--- src/rtl/gate_pkg.sv ---
// Shared types and gate-function helper for the lamp-bank / gate-evaluation stage.
package gate_pkg;

  localparam int MAX_LAMP_N = 8;

  typedef enum logic [2:0] {
    GATE_AND  = 3'd0,
    GATE_OR   = 3'd1,
    GATE_NAND = 3'd2,
    GATE_NOR  = 3'd3,
    GATE_XOR  = 3'd4,
    GATE_XNOR = 3'd5
  } gate_e;

  typedef enum logic [1:0] {
    ST_ARMED  = 2'd0,
    ST_FIRE   = 2'd1,
    ST_LOCKED = 2'd2
  } state_e;

  // Only the low n bits of vec take part; constant-foldable for reset values.
  function automatic logic gate_eval(input gate_e gtype, input logic [MAX_LAMP_N-1:0] vec,
                                     input int n);
    logic [MAX_LAMP_N-1:0] mask;
    logic all1, any1, odd1, res;
    for (int i = 0; i < MAX_LAMP_N; i++) begin
      mask[i] = (i < n) ? 1'b1 : 1'b0;
    end
    all1 = &(vec | ~mask);
    any1 = |(vec & mask);
    odd1 = ^(vec & mask);
    case (gtype)
      GATE_AND:  res = all1;
      GATE_OR:   res = any1;
      GATE_NAND: res = ~all1;
      GATE_NOR:  res = ~any1;
      GATE_XOR:  res = odd1;
      GATE_XNOR: res = ~odd1;
      default:   res = 1'b0;
    endcase
    return res;
  endfunction

endpackage

--- src/rtl/gate_lamp_bank.sv ---
// Lamp toggle register: every set toggle bit flips its lamp once per cycle.
module gate_lamp_bank
  import gate_pkg::*;
#(
  parameter int                LAMP_N    = 4,
  parameter logic [LAMP_N-1:0] LAMP_INIT = {LAMP_N{1'b0}}
) (
  input  logic              clk,
  input  logic              logic_reset,
  input  logic [LAMP_N-1:0] toggle,
  output logic [LAMP_N-1:0] lamp_state
);

  // Lamp vector register
  always_ff @(posedge clk or posedge logic_reset) begin
    if (logic_reset) begin
      lamp_state <= LAMP_INIT;
    end else begin
      lamp_state <= lamp_state ^ toggle;
    end
  end

endmodule

--- src/rtl/gate_lamp_eval.sv ---
// Lamp bank plus gate evaluation with a once-per-step output pulse.
// Optional suppressed-change counter enabled by macro GATE_LAMP_MISS_CNT_EN.
module gate_lamp_eval
  import gate_pkg::*;
#(
  parameter int                LAMP_N    = 4,
  parameter int                GATE_TYPE = 0,
  parameter logic [LAMP_N-1:0] LAMP_INIT = {LAMP_N{1'b0}}
) (
  input  logic              clk,
  input  logic              logic_reset,
  input  logic              step_start,
  input  logic [LAMP_N-1:0] toggle,
  output logic [LAMP_N-1:0] lamp_state,
  output logic              gate_state,
  output logic              out,
  output logic              locked
`ifdef GATE_LAMP_MISS_CNT_EN
  ,
  output logic [7:0]        miss_cnt
`endif
);

  if (LAMP_N < 1 || LAMP_N > MAX_LAMP_N) begin : g_bad_lamp_n
    $error("gate_lamp_eval: LAMP_N must be 1..8");
  end
  if (GATE_TYPE < 0 || GATE_TYPE > 5) begin : g_bad_gate_type
    $error("gate_lamp_eval: GATE_TYPE must be 0..5");
  end

  localparam logic [2:0]            GT_BITS   = 3'(GATE_TYPE);
  localparam gate_e                 GTYPE     = gate_e'(GT_BITS);
  localparam logic [MAX_LAMP_N-1:0] INIT_EXT  = MAX_LAMP_N'(LAMP_INIT);
  // Reset gate result matches the reset lamps, so nothing fires out of reset.
  localparam logic                  GATE_INIT = gate_eval(GTYPE, INIT_EXT, LAMP_N);

  state_e                state_r, state_nxt_s;
  logic [MAX_LAMP_N-1:0] vec_s;
  logic                  eval_s, gate_nxt_s, out_nxt_s;

  gate_lamp_bank #(
    .LAMP_N   (LAMP_N),
    .LAMP_INIT(LAMP_INIT)
  ) u_bank (
    .clk        (clk),
    .logic_reset(logic_reset),
    .toggle     (toggle),
    .lamp_state (lamp_state)
  );

  // Gate function over the current lamps
  always_comb begin
    vec_s              = {MAX_LAMP_N{1'b0}};
    vec_s[LAMP_N-1:0]  = lamp_state;
    eval_s             = gate_eval(GTYPE, vec_s, LAMP_N);
  end

  // Fire/lock next-state; while disarmed the gate result tracks silently
  always_comb begin
    state_nxt_s = state_r;
    gate_nxt_s  = gate_state;
    out_nxt_s   = 1'b0;
    case (state_r)
      ST_ARMED: begin
        if (eval_s != gate_state) begin
          gate_nxt_s  = eval_s;
          out_nxt_s   = 1'b1;
          state_nxt_s = ST_FIRE;
        end else begin
          state_nxt_s = ST_ARMED;
        end
      end
      ST_FIRE, ST_LOCKED: begin
        gate_nxt_s = eval_s;
        if (step_start) begin
          state_nxt_s = ST_ARMED;
        end else begin
          state_nxt_s = ST_LOCKED;
        end
      end
      default: begin
        gate_nxt_s  = eval_s;
        state_nxt_s = ST_ARMED;
      end
    endcase
  end

  // State and registered outputs
  always_ff @(posedge clk or posedge logic_reset) begin
    if (logic_reset) begin
      state_r    <= ST_ARMED;
      gate_state <= GATE_INIT;
      out        <= 1'b0;
      locked     <= 1'b0;
    end else begin
      state_r    <= state_nxt_s;
      gate_state <= gate_nxt_s;
      out        <= out_nxt_s;
      locked     <= (state_nxt_s != ST_ARMED) ? 1'b1 : 1'b0;
    end
  end

`ifdef GATE_LAMP_MISS_CNT_EN
  logic miss_evt_s;

  // A change seen while disarmed is a suppressed pulse
  always_comb begin
    miss_evt_s = 1'b0;
    if (state_r != ST_ARMED) begin
      miss_evt_s = (eval_s != gate_state) ? 1'b1 : 1'b0;
    end else begin
      miss_evt_s = 1'b0;
    end
  end

  // Saturating suppressed-change counter
  always_ff @(posedge clk or posedge logic_reset) begin
    if (logic_reset) begin
      miss_cnt <= 8'd0;
    end else if (miss_evt_s && (miss_cnt != 8'hFF)) begin
      miss_cnt <= miss_cnt + 8'd1;
    end else begin
      miss_cnt <= miss_cnt;
    end
  end
`endif

endmodule

--- config.mk ---
export PLATFORM = sky130hd
export DESIGN_NAME = gate_lamp_eval
export DESIGN_NICKNAME = d
export VERILOG_FILES = /design/src/rtl/gate_pkg.sv /design/src/rtl/gate_lamp_bank.sv /design/src/rtl/gate_lamp_eval.sv
export SDC_FILE = /design/constraint.sdc
export NUM_CORES = 1
export LEC_CHECK = 0
export ABC_AREA = 1
export ABC_CLOCK_PERIOD_IN_PS = 1100
export CORE_AREA = 3 3 40 42
export CTS_BUF_LIST = sky130_fd_sc_hd__clkbuf_4
export CTS_CLUSTER_SIZE = 10
export DETAILED_ROUTE_END_ITERATION = 6
export DIE_AREA = 0 0 43 45
export PLACE_DENSITY = 0.6
export SLEW_MARGIN = 20
export SYNTH_ARGS = -nofsm -noshare
export SYNTH_HDL_FRONTEND = slang
export SYNTH_HIERARCHICAL = 1
export SYNTH_SLANG_ARGS = --single-unit
--- constraint.sdc ---
create_clock -name clk -period 1.1 [get_ports clk]
set_input_delay 0.33 -clock clk [delete_from_list [all_inputs] [get_ports clk]]
set_output_delay 0.33 -clock clk [all_outputs]
set_load 0.02 [all_outputs]
==> results.cfg <==
[critical_path]
crit_chain = buf_2
timing.rr.start = state_r[0]
cp.arrival_ns = 0.80
critPathTopFamily = flip-flops
critPathKind = reg -> out
worst-path-buf-inv = 1
rr_endpoint = locked
crit_slowest_cell = dfrtp_2
rr_worst_depth = 6
critPathLaunch = state_r[0]
slowest_delay_ns = 0.40
critical_path.startpoint_type = flop
end_kind = primary output
reg2reg_slack_ns = -0.02
crit_fanout = 2
cp_num_cells = 1
crit_required_ns = 0.77
critPathCapture = out

[floorplan]
die_w_um = 43
floorplan.rows = 13
die_area_sq_um = 1940
start_util_pct = 30.5
die_y_um = 45
boundaryPins = 14
core_sq_um = 1280

[finish]
fin_area_sq_um = 662
stdcell_count = 85
syn2layout_area_growth_pct = 69.0
nNetsFinal = 80
drive_gt1_share_pct = 44.3
multi_input_area_sq_um = 156
fill_cells = 130
register_area_sq_um = 201
diodes = 0

[routing]
drc_errors = 0
first_iter_violations = 3
viasPerCell = 3.75
vias = 319
avgRoutedWirePerCell_um = 7.89
wl_um = 671
dr.pass1.iters = 4
ant_nets = 0

[global_routing]
grt_overflow_total = 0
grt_antenna_before_repair = 0
grt.met3_usage_pct = 1.20
use_met2_pct = 11.1
grt_max_degree = 6
busiest_layer = met2
grt_pass1_wl_mm = 1.10
grt_util_met1_pct = 10.9
grt_util_all_layers_pct = 7.82
grt_pass1_vias = 280

[sta]
worst_pin_slew_ns = 0.158
slew_headroom_pct = 89.5
setup_viol = 2
post-route-min-period_ns = 1.13
fmax_mhz = 882
drv_slew = 0
hold_viol_final = 0
final.period_utilization_pct = 103
setup_ws_ns = -0.0334
clock_skew_ns = 0.00717
rsz0062_at_grt = true

[cts]
path_clk_slew_ns = 0.06
cts.path.max_buffers = 2
cts_buffers = 3
cts_sinks = 8
htreeDepth = 1
insertion_delay_ns = 0.24
root_buffer = clkbuf_4
hold_buffers = 0
cts_tree = done

[flow_run]
max_cap_violations = 0

[place]
portBuffers = 13
dpl_cell_area_sq_um = 587
gp_congestion = 0.677
place_inst = 79
place_ws_ns = -0.168
hpwlAfterDp_um = 554

[synth]
yosysTopAreaCell = dfrtp_1
synthesis.nets = 54
synthCells = 45
synth_cell_types = 9
ys_seq_elements = 8
ys_seq_area_share_pct = 51.1
syn_area_per_cell_sq_um = 8.70
netlist_area_sq_um = 392
synth_top_area_share_pct = 51.1
ys_warn_count = 6
synthTopCellsByArea = dfrtp_1, inv_1, nand2_1

[power]
leakagePower_nw = 0.367
power_w = 0.000936
irDropWorstVdd_uv = 826
cellPowerDensity_nw_per_um2 = 1410

[run_status]
violations = setup timing
status = finished, violations left

[min_path]
hold_path_class = in -> async
-- worst min path at each step --
| stage | cells after the start | endpoint | slack (ns) |
|---|---|---|---|
| after detailed placement | 2 | u_bank/lamp_state[3] | 0.57 |
| after CTS | 2 | gate_state | 0.31 |
| final | 2 | state_r[1] | 0.30 |
| after floorplan | 1 | gate_state | 0.1 |
| after global placement | 2 | u_bank/lamp_state[3] | 0.56 |
| after global routing | 2 | u_bank/lamp_state[3] | 0.33 |
-- state kept, by name, summed over array words and instances (netlist names) --
signal	flops
gate_state	1
u_bank/lamp_state	4
state_r	2
locked	1
-- cell usage in the layout (no fill, tap or decap), drive strengths merged --
master	synthesis	layout
nand2	16	16
inv	15	15
buf	0	15
dfrtp	8	8
clkdlybuf4s50	0	6
clkbuf	0	4
ha	2	2
nor2	1	1
o21bai	1	1
nand3	1	1
nor3	1	1
-- cell usage after synthesis --
cell type   n
dfrtp_1     8
nor3_2      1
nand2_2     3
nand3_2     1
nor2_4      1
inv_1      15
ha_1        2
nand2_1    13
o21bai_2    1
-- kinds of logic (layout without fill, tap and decap cells) --
family / Yosys count / count (layout) / synth area share [%]
and+or+nand+nor: 19 / 19 / 25.2
buffers and inverters: 15 / 40 / 14.4
DFF: 8 / 8 / 51.1
adders and majority gates: 2 / 2 / 6.39
AOI/OAI and AO/OA: 1 / 1 / 2.88
-- layer usage --
| metal | routed length (um) | share of wire, % |
|---|---|---|
| met1 | 314 | 47 |
| met2 | 325 | 48 |
| met3 | 32 | 4.8 |
| met4 | 0 | 0 |
| met5 | 0 | 0 |
-- per-stage QoR --
stage	hold slack (ns)	util [%]	TNS, ns
floorplan	0.0960	-	0
global placement	0.559	45.7	-1.08
detailed placement	0.574	45.7	-1.10
CTS	0.308	48.5	-0.0782
global route	0.325	51.5	-0.255
finish	0.303	51.5	-0.0581
-- what timing repair did --
item / CTS / global route
buffers inserted: 1 / 1
setup endpoints to repair: 8 / 9
hold endpoints to repair: 0 / 0
gates resized for setup: 39 / 8
pin swaps: 0 / 4
-- power by group --
group	internal [W]	switching [W]	total, W	leakage, nW
Sequential	0.000334	0.0000232	0.000357	0.101
Combinational	0.000173	0.000153	0.000326	0.248
Clock	0.000163	0.0000911	0.000254	0.0184
-- cell type report --
type	instances	share of cell area, %
tap	15	2.84
clock buffer	4	4.54
inverter	15	8.88
multi-input combinational	22	23.6
sequential	8	30.4
timing repair buffer	21	29.7
Note: power is estimated with default switching activity, not from simulation.
